**src/rtl/alu_op_sequencer.sv**
```systemverilog
// alu_op_sequencer
//   Front end of the ALU datapath. It collects a three-word command frame
//   (opcode, A, B) from a valid/ready byte stream and evaluates the selected
//   operation. The registered result and its Z/N/C flags are then presented
//   on a valid/ready output stream.
//
// Ports
//   clk        system clock, rising edge
//   rst_n      asynchronous active-low reset
//   in_data    command stream word (opcode, then A, then B)
//   in_valid   in_data valid
//   in_ready   sequencer can accept a word (IDLE, GET_A, GET_B)
//   res_data   registered result
//   flag_z     result equals zero
//   flag_n     result MSB
//   flag_c     carry / borrow / shifted-out bit
//   out_valid  result and flags valid
//   out_ready  downstream accepts result
//   busy       high whenever the FSM is not in IDLE
//
// States
//   IDLE  | waiting for opcode word
//   GET_A | waiting for operand A
//   GET_B | waiting for operand B
//   EXEC  | one cycle: register result and flags
//   OUT   | result presented, waiting for out_ready

module alu_op_sequencer #(
    parameter int N = 8
) (
    input  logic         clk,
    input  logic         rst_n,
    input  logic [N-1:0] in_data,
    input  logic         in_valid,
    output logic         in_ready,
    output logic [N-1:0] res_data,
    output logic         flag_z,
    output logic         flag_n,
    output logic         flag_c,
    output logic         out_valid,
    input  logic         out_ready,
    output logic         busy
);

    typedef enum logic [2:0] {
        IDLE  = 3'd0,
        GET_A = 3'd1,
        GET_B = 3'd2,
        EXEC  = 3'd3,
        OUT   = 3'd4
    } state_t;

    state_t state, state_nxt;

    logic [2:0]   op_q;
    logic [N-1:0] a_q, b_q;
    logic         ld_op, ld_a, ld_b, ld_res;

    logic [N-1:0] res_nxt;
    logic         c_nxt;
    logic [N:0]   sum, diff;

    always_ff @(posedge clk or negedge rst_n) begin
        if (!rst_n) begin
            state <= IDLE;
        end else begin
            state <= state_nxt;
        end
    end

    always_comb begin
        state_nxt = state;
        ld_op     = 1'b0;
        ld_a      = 1'b0;
        ld_b      = 1'b0;
        ld_res    = 1'b0;
        in_ready  = 1'b0;
        out_valid = 1'b0;
        busy      = 1'b1;
        case (state)
            IDLE: begin
                busy     = 1'b0;
                in_ready = 1'b1;
                if (in_valid) begin
                    ld_op     = 1'b1;
                    state_nxt = GET_A;
                end
            end
            GET_A: begin
                in_ready = 1'b1;
                if (in_valid) begin
                    ld_a      = 1'b1;
                    state_nxt = GET_B;
                end
            end
            GET_B: begin
                in_ready = 1'b1;
                if (in_valid) begin
                    ld_b      = 1'b1;
                    state_nxt = EXEC;
                end
            end
            EXEC: begin
                ld_res    = 1'b1;
                state_nxt = OUT;
            end
            OUT: begin
                out_valid = 1'b1;
                if (out_ready) begin
                    state_nxt = IDLE;
                end
            end
            default: begin
                state_nxt = IDLE;
            end
        endcase
    end

    // Carry and borrow come from the extra top bit of an N+1-bit add/subtract.
    assign sum  = {1'b0, a_q} + {1'b0, b_q};
    assign diff = {1'b0, a_q} - {1'b0, b_q};

    always_comb begin
        res_nxt = '0;
        c_nxt   = 1'b0;
        case (op_q)
            3'd0: res_nxt = a_q & b_q;
            3'd1: res_nxt = a_q | b_q;
            3'd2: res_nxt = a_q ^ b_q;
            3'd3: begin
                res_nxt = sum[N-1:0];
                c_nxt   = sum[N];
            end
            3'd4: begin
                res_nxt = diff[N-1:0];
                c_nxt   = diff[N];
            end
            3'd5: res_nxt = ~a_q;
            3'd6: begin
                res_nxt = {a_q[N-2:0], 1'b0};
                c_nxt   = a_q[N-1];
            end
            3'd7: begin
                res_nxt = {1'b0, a_q[N-1:1]};
                c_nxt   = a_q[0];
            end
            default: begin
                res_nxt = '0;
                c_nxt   = 1'b0;
            end
        endcase
    end

    always_ff @(posedge clk or negedge rst_n) begin
        if (!rst_n) begin
            op_q     <= '0;
            a_q      <= '0;
            b_q      <= '0;
            res_data <= '0;
            flag_z   <= 1'b0;
            flag_n   <= 1'b0;
            flag_c   <= 1'b0;
        end else begin
            // Only the low three bits of the opcode word select the operation.
            if (ld_op) op_q <= in_data[2:0];
            if (ld_a)  a_q  <= in_data;
            if (ld_b)  b_q  <= in_data;
            if (ld_res) begin
                res_data <= res_nxt;
                flag_z   <= (res_nxt == '0);
                flag_n   <= res_nxt[N-1];
                flag_c   <= c_nxt;
            end
        end
    end

endmodule

```
**config.mk**
```make
export PLATFORM = sky130hd
export DESIGN_NAME = alu_op_sequencer
export DESIGN_NICKNAME = d
export VERILOG_FILES = /design/src/rtl/alu_op_sequencer.sv
export SDC_FILE = /design/constraint.sdc
export NUM_CORES = 1
export LEC_CHECK = 0
export ABC_AREA = 0
export BUFFER_PORTS_ARGS = -buffer_cell sky130_fd_sc_hd__buf_2
export CAP_MARGIN = 0
export CORE_MARGIN = 2
export CORE_UTILIZATION = 54
export DETAILED_ROUTE_END_ITERATION = 10
export PLACE_DENSITY = 0.74
export SYNTH_ARGS = -nofsm -noshare
export SYNTH_HDL_FRONTEND = slang
export SYNTH_SLANG_ARGS = --single-unit
export TNS_END_PERCENT = 5
```
**constraint.sdc**
```tcl
create_clock -name clk -period 3.7 [get_ports clk]
set_input_delay 0.37 -clock clk [delete_from_list [all_inputs] [get_ports clk]]
set_output_delay 0.37 -clock clk [all_outputs]
set_load 0.03 [all_outputs]
```
==> results of run 1 <==
worst max-delay path: cells and delay by family, from the launching register on:
kind            cells  cell delay [ns]
compound gates      4             0.93
mux                 2             0.73
fa+ha+maj           2             0.69
flops               1             0.42
flip-flops by register name (all words and copies together), names as in the netlist:
signal / flops
flag_n: 1
op_q: 3
a_q: 8
b_q: 8
state: 3
flag_z: 1
res_data: 7
flag_c: 1
worst min-delay path by stage:
stage,end,cells after the start
2_1_floorplan,a_q[0],0
3_3_place_gp,a_q[2],1
3_5_place_dp,a_q[3],1
4_1_cts,b_q[3],1
5_1_grt,b_q[3],1
6_report,b_q[3],1
metal layers:
metal | wire [um] | up-vias
met5 | 0 | -
met4 | 99 | 0
met3 | 497 | 14
met2 | 2900 | 109
met1 | 3000 | 1132
li1 | - | 1158
cell usage after synthesis (all sizes together), types with 6 or more instances:
| cell | n |
|---|---|
| inv | 26 |
| clkbuf | 12 |
| mux2i | 7 |
| nand2b | 6 |
| nor3 | 7 |
| o21a | 6 |
| ha | 24 |
| mux2 | 8 |
| o21ai | 30 |
| nand2 | 43 |
| nor2 | 14 |
| a21oi | 16 |
| dfrtp | 32 |
cell families after synthesis:
family / share of synthesized area [%]
multiplexers: 6.96
adder cells (fa/ha/maj): 12.7
flip-flops: 29.9
AO/OA/AOI/OAI: 26.6
buffers and inverters: 6.58
AND/OR/NAND/NOR: 17.3
area by class of cell:
type | count | area (um2) | area share (%)
clock buffer | 7 | 96.3 | 3.29
inverter | 26 | 97.6 | 3.33
sequential | 32 | 801 | 27.3
timing repair buffer | 28 | 148 | 5.04
multi-input combinational | 237 | 1700 | 58.1
tap | 67 | 83.8 | 2.86
stage by stage:
step                      hold slack, ns  std cells  setup WS (ns)
after floorplan                   0.0744        312          0.987
after global placement             0.463        390          0.905
after detailed placement           0.466        390          0.836
after CTS                          0.152        397          0.827
after global routing               0.198        397          0.670
final                              0.123        397          0.833
==> metrics.cfg, run 1 <==
[synth]
ys_types=62
yosysTopAreaCell=dfrtp_1
ys_warn_count=0
ys_top_cells_by_area=dfrtp_1 30%, ha_1 11%, nand2_1 6.0%
synth_seq_area_share_pct=29.9
avgSynthCellArea_um2=8.59
synth_edf_count=0
synth_flop_cell=dfrtp_1
syn-num-nets=350
syn_area_um2=2680
synth_seq_cells=32
synth_top_area_share_pct=29.9
synthArstFlopShare_pct=100
synthCells=312

[cells_and_area]
finalInstanceArea_um2=2930
area_growth_pct=9.29
fillers=419
final_common_cell=nand2_1
layout_common_cells=43 x nand2_1, 32 x dfrtp_1, 29 x o21ai_0
final_util_pct=61.6
drive_gt1_share_pct=14.8
nNetsFinal=368
antenna_cells=0

[global_routing]
grt_pass1_wl_um=10800
global_route.usage.met1_pct=36.4
grt_max_degree=33
overflow=0
grt.met2_usage_pct=40.5
grt_pass1_vias=2231
grt.busiest_layer=met2
grt_use_met3_pct=4.61
antenna_found_initial=0
track_usage_pct=25.8

[worst_setup_path]
cp-endpoint=flag_z
worstRegToRegCells=8
crit_required_ns=3.88
cp_slowest_cell=mux4_2
max_stage_delay_ns=0.47
crit_type=register to register
regToRegSetupSlack_ns=0.83
critPathMaxFanout=5
cp-start-kind=register
cp-end-kind=register
arrival_ns=3.05
timing.critical_path.cells=ha_1 -> fa_1 -> mux2_4 -> mux4_2 -> o21a_2 -> a2111oi_4 -> o2111ai_1 -> o41ai_2
critPathLaunch=a_q[0]
r2r_start=a_q[0]
regToRegEndpoint=flag_z

[sta]
max_slew_margin_pct=25.0
maxSlewViolCount=0
rsz0062_at_grt=false
worstMarginPinSlew_ns=1.12
skew_ns=0.0104
setup_tns_ns=0
max_freq_mhz=349
setup_viol=0
period_needed_ns=2.87
min_period_over_period_pct=77.5
finalHoldViolations=0

[floorplanning]
core_um2=4750
die-area_um2=5540
initial_core_util_pct=56.4
die_h_um=74.5
die-width_um=74.5
ios=26
row_count=25

[place]
gp_congestion=0.903
port_buffers=25
place_hpwl_um=4770
placed_cell_area_um2=2830

[routing]
drc=0
routed_wl_um=6500
drt_iter0_drc=238
viasPerCell=6.08
drtAntennaViolNets=0
vias=2413
wl_per_cell_um=16.4
dr.pass1.iters=5

[clock_tree]
cts_resized=0
cts-root-buf=clkbuf_8
cts_tree=built
clk_pin_slew_ns=0.07
cts_sinks=32
cts_max_path_buffers=2
ctsHoldBuffers=0
cts_setup_buffers=0
htree_levels=2
clk_latency_ns=0.29
numCtsBuffers=5

[run_status]
status=completed

[worst_hold_path]
min_path_type=primary input to async pin

[run]
drv_cap=0

Power of run 1 is not shown: default switching activity piles up to over one toggle a cycle in this logic, so the estimate is an artifact.
==> run 2: changes to the inputs <==
PLACE_DENSITY = 0.77   (was 0.74)
clock period = 2.5 ns   (was 3.7 ns; I/O delays follow)
==> metrics.cfg, run 2 (same netlist as run 1, synthesis figures left out) <==
[routing]
drc=0  ; unchanged
routed_wl_um=7270  ; +12%
drtAntennaViolNets=0  ; unchanged
viasPerCell=5.99  ; -1.4%
vias=2577  ; +6.8%
wl_per_cell_um=16.9  ; +3.3%
dr.pass1.iters=5  ; unchanged
drt_iter0_drc=403  ; +69%

[sta]
maxSlewViolCount=0  ; unchanged
min_period_over_period_pct=109  ; +31 points
max_freq_mhz=369  ; +5.7%
max_slew_margin_pct=51.8  ; +27 points
setup_viol=3  ; +3
worstMarginPinSlew_ns=0.724  ; -0.397 ns
finalHoldViolations=0  ; unchanged
finalWorstSetupSlack_ns=-0.213  ; -1.05 ns
skew_ns=0.00283  ; -0.00759 ns
rsz0062_at_grt=true
period_needed_ns=2.71  ; -0.154 ns

[cells_and_area]
finalInstanceArea_um2=3210  ; +9.6%
antenna_cells=0  ; unchanged
area_growth_pct=19.8
drive_gt1_share_pct=24.5  ; +9.7 points
final_common_cell=nand2_1
layout.cells.non_filler=430  ; +8.3%
nNetsFinal=400  ; +8.7%
final_util_pct=67.5  ; +5.9 points
largestRegisters=a_q (8), b_q (8), res_data (7)
layout_common_cells=43 x nand2_1, 35 x buf_4, 32 x dfrtp_1

[place]
placed_cell_area_um2=3060  ; +7.9%
gp_congestion=0.949  ; +5.1%
place_hpwl_um=5550  ; +16%
port_buffers=25  ; unchanged
post-place-ws_ns=-0.258  ; -1.09 ns
placed_cells=419  ; +7.4%

[clock_tree]
htree_levels=2  ; unchanged
clk_pin_slew_ns=0.07  ; about the same
clk_latency_ns=0.29  ; about the same
cts_sinks=32  ; unchanged
ctsHoldBuffers=0  ; unchanged
cts_tree=built
cts-root-buf=clkbuf_8
numCtsBuffers=5  ; unchanged
cts_max_path_buffers=2  ; unchanged

[global_routing]
grt_pass1_wl_um=12100  ; +12%
grt.met2_usage_pct=45.8  ; +5.3 points
grt_max_degree=33  ; unchanged
grt.busiest_layer=met2
overflow=0  ; unchanged
grt_use_met3_pct=4.20  ; -0.41 points
track_usage_pct=29.2  ; +3.4 points
global_route.usage.met1_pct=40.4  ; +4.0 points
antenna_found_initial=0  ; unchanged
grt_pass1_vias=2404  ; +7.8%

[worst_setup_path]
crit_type=register to register
critPathMaxFanout=3  ; -2
arrival_ns=2.91  ; -0.14 ns
crit_required_ns=2.69  ; -1.19 ns
cp-end-kind=register
cp-start-kind=register

[floorplanning]
initial_core_util_pct=56.4  ; unchanged
row_count=25  ; unchanged
ios=26  ; unchanged
die-width_um=74.5  ; unchanged
core_um2=4750  ; unchanged
die-area_um2=5540  ; unchanged
die_h_um=74.5  ; unchanged

[run]
drv_cap=0  ; unchanged

[run_status]
violations=setup timing
status=complete, but fails checks

[worst_hold_path]
min_path_type=primary input to async pin

run 2: per-layer routing:
layer	part of all wire, %	vias up
met2	46	118
met4	3.0	0
met5	0	-
met1	44	1214
li1	-	1221
met3	6.8	24
run 2: critical path: stages, from the launching register on:
cell and delay (ns):
dfrtp_1 0.41, ha_2 0.19, fa_1 0.43, mux2_4 0.27, mux4_2 0.48, o21a_4 0.15, a2111oi_4 0.21, o2111ai_2 0.18
o41ai_2 0.31
run 2: path summary, 6_finish.rpt:
check	from	end	slack [ns]	depth (start not counted)
setup / recovery	b_q[0]	flag_z	-0.21	8
hold / removal	rst_n	b_q[1]	0.008	1
setup reg to reg	b_q[0]	flag_z	-0.21	8
hold reg to reg	res_data[4]	res_data[4]	0.48	2
max in group asynchronous	rst_n	flag_n	2.02	1
min in group clk	in_data[7]	b_q[7]	0.18	3
run 2: timing repair:
| action | in CTS | in global routing |
|---|---|---|
| pin swaps | 2 | 2 |
| setup endpoints to repair | 4 | 7 |
| buffers inserted | 2 | 1 |
| endpoints found under the hold margin | 0 | 0 |
| gates resized for setup | 4 | 3 |
run 2: area by class of cell:
class	instances	area, um2
Clock buffer	7	86.3
Clock inverter	1	7.51
Fill cell	385	1540
Inverter	26	97.6
Multi-Input combinational cell	237	1750
Sequential cell	32	801
Tap cell	67	83.8
Timing Repair Buffer	60	388
run 2: stage by stage:
step / hold WS (ns) / TNS (ns)
after CTS: 0.0390 / -0.319
after global placement: 0.342 / -0.242
after floorplan: -0.0456 / -0.176
after global routing: 0.0783 / -0.758
after detailed placement: 0.356 / -0.432
final: 0.00762 / -0.303
Power of run 2 is left out for the same reason.
==> run 3: changes to the inputs <==
PLACE_DENSITY = 0.84   (was 0.77)
==> metrics.cfg, run 3 (same netlist as run 1, synthesis figures left out) <==
[sta]
finalHoldViolations=0  ; unchanged
maxSlewViolCount=0  ; unchanged
max_freq_mhz=371  ; +0.63%
min_period_over_period_pct=108  ; -0.68 points
rsz0062_at_grt=true
worstMarginPinSlew_ns=0.768  ; +0.0448 ns
period_needed_ns=2.70  ; -0.0169 ns
setup_viol=2  ; -1
finalHoldWorstSlack_ns=0.0197  ; +0.0121 ns
max_slew_margin_pct=48.0  ; -3.8 points
skew_ns=0.00631  ; +0.00348 ns
finalWorstSetupSlack_ns=-0.196  ; +0.0169 ns

[floorplanning]
die_h_um=74.5  ; unchanged
die-area_um2=5540  ; unchanged
die-width_um=74.5  ; unchanged
row_count=25  ; unchanged
initial_core_util_pct=56.4  ; unchanged
core_um2=4750  ; unchanged
ios=26  ; unchanged

[cells_and_area]
finalInstanceArea_um2=3200  ; -0.39%
drive_gt1_share_pct=24.1  ; -0.42 points
largestRegisters=a_q (8), b_q (8), res_data (7)
area_growth_pct=19.3
layout_common_cells=43 x nand2_1, 32 x buf_4, 30 x dfrtp_1
final_common_cell=nand2_1
fillers=406  ; +5.5%
antenna_cells=0  ; unchanged
nNetsFinal=398  ; -0.50%

[clock_tree]
clk_pin_slew_ns=0.07  ; about the same
cts-root-buf=clkbuf_8
ctsHoldBuffers=0  ; unchanged
cts_tree=built
cts_setup_buffers=0  ; -2
numCtsBuffers=5  ; unchanged
cts_max_path_buffers=2  ; unchanged
clk_latency_ns=0.29  ; about the same
cts_sinks=32  ; unchanged
htree_levels=2  ; unchanged

[worst_setup_path]
critPathMaxFanout=3  ; unchanged
cp-end-kind=register
crit_required_ns=2.69  ; about the same
crit_type=register to register
cp-start-kind=register
arrival_ns=2.88  ; -0.03 ns

[routing]
vias=2566  ; -0.43%
drtAntennaViolNets=0  ; unchanged
wl_met3_um=409  ; -17%
highest_layer=met4
viasPerCell=6.00  ; about the same
routed_wl_um=7220  ; -0.74%
dr_wl_met2_um=3340  ; -0.30%
drt_iter0_drc=210  ; -48%
drc=0  ; unchanged
dr.pass1.iters=5  ; unchanged
wl_per_cell_um=16.9  ; -0.28%
met1Wirelength_um=3290  ; +2.3%

[global_routing]
antenna_found_initial=0  ; unchanged
grt_pass1_vias=2323  ; -3.4%
grt_pass1_wl_um=11600  ; -4.6%
overflow=0  ; unchanged
grt_max_degree=33  ; unchanged
track_usage_pct=27.7  ; -1.5 points

[place]
post-place-ws_ns=-0.263  ; -0.00495 ns
place_hpwl_um=5510  ; -0.76%
placed_cell_area_um2=3080  ; +0.66%
gp_congestion=0.934  ; -1.5%
port_buffers=25  ; unchanged

[worst_hold_path]
min_path_type=primary input to async pin

[run]
drv_cap=0  ; unchanged

[run_status]
violations=setup timing
status=complete, but fails checks

==> run 3: cell count changes in the layout (fill, tap and decap cells not counted), sizes merged <==
cell  before  now
buf       60   58
==> run 3: worst max-delay path, stage by stage, from the launching register on <==
cell and delay (ns):
dfrtp_1 0.41, ha_2 0.20, fa_1 0.43, mux2_4 0.27, mux4_2 0.49, o21a_4 0.15, a2111oi_4 0.20, o2111ai_1 0.16
o41ai_2 0.30
==> run 3: final timing paths <==
path	startpoint	endpoint	slack [ns]	depth (start not counted)
hold / removal	rst_n	b_q[3]	0.02	1
hold reg to reg	res_data[0]	res_data[0]	0.48	2
setup / recovery	b_q[0]	flag_z	-0.20	8
max in group asynchronous	rst_n	b_q[1]	1.98	1
min in group clk	in_data[4]	a_q[4]	0.18	3
setup reg to reg	b_q[0]	flag_z	-0.20	8
==> run 3: layout make-up <==
type	count	area [um2]	area share [%]
tap	67	83.8	2.62
multi-input combinational	237	1730	54.2
clock buffer	7	86.3	2.70
clock inverter	1	7.51	0.235
timing repair buffer	58	385	12.1
inverter	26	97.6	3.05
sequential	32	803	25.1
==> run 3: routing by layer <==
layer	vias up	GRT usage, %
met4	0	10.1
met2	96	42.5
met1	1238	39.9
li1	1220	-
met5	-	0
met3	12	3.93
==> run 3: per-stage QoR <==
step / TNS [ns] / instances / util, %
after CTS: -0.314 / 428 / 67.0
after global placement: -0.252 / 420 / 64.7
after global routing: -0.612 / 428 / 67.3
after detailed placement: -0.386 / 420 / 64.7
final: -0.316 / 428 / 67.3
after floorplan: -0.176 / 312 / -
==> run 3: repair_timing <==
item / 4_1_cts / 5_1_grt
setup endpoints to repair: 3 / 5
resized for setup: 3 / 4
pin swaps: 3 / 0
Power of run 3 is left out for the same reason.
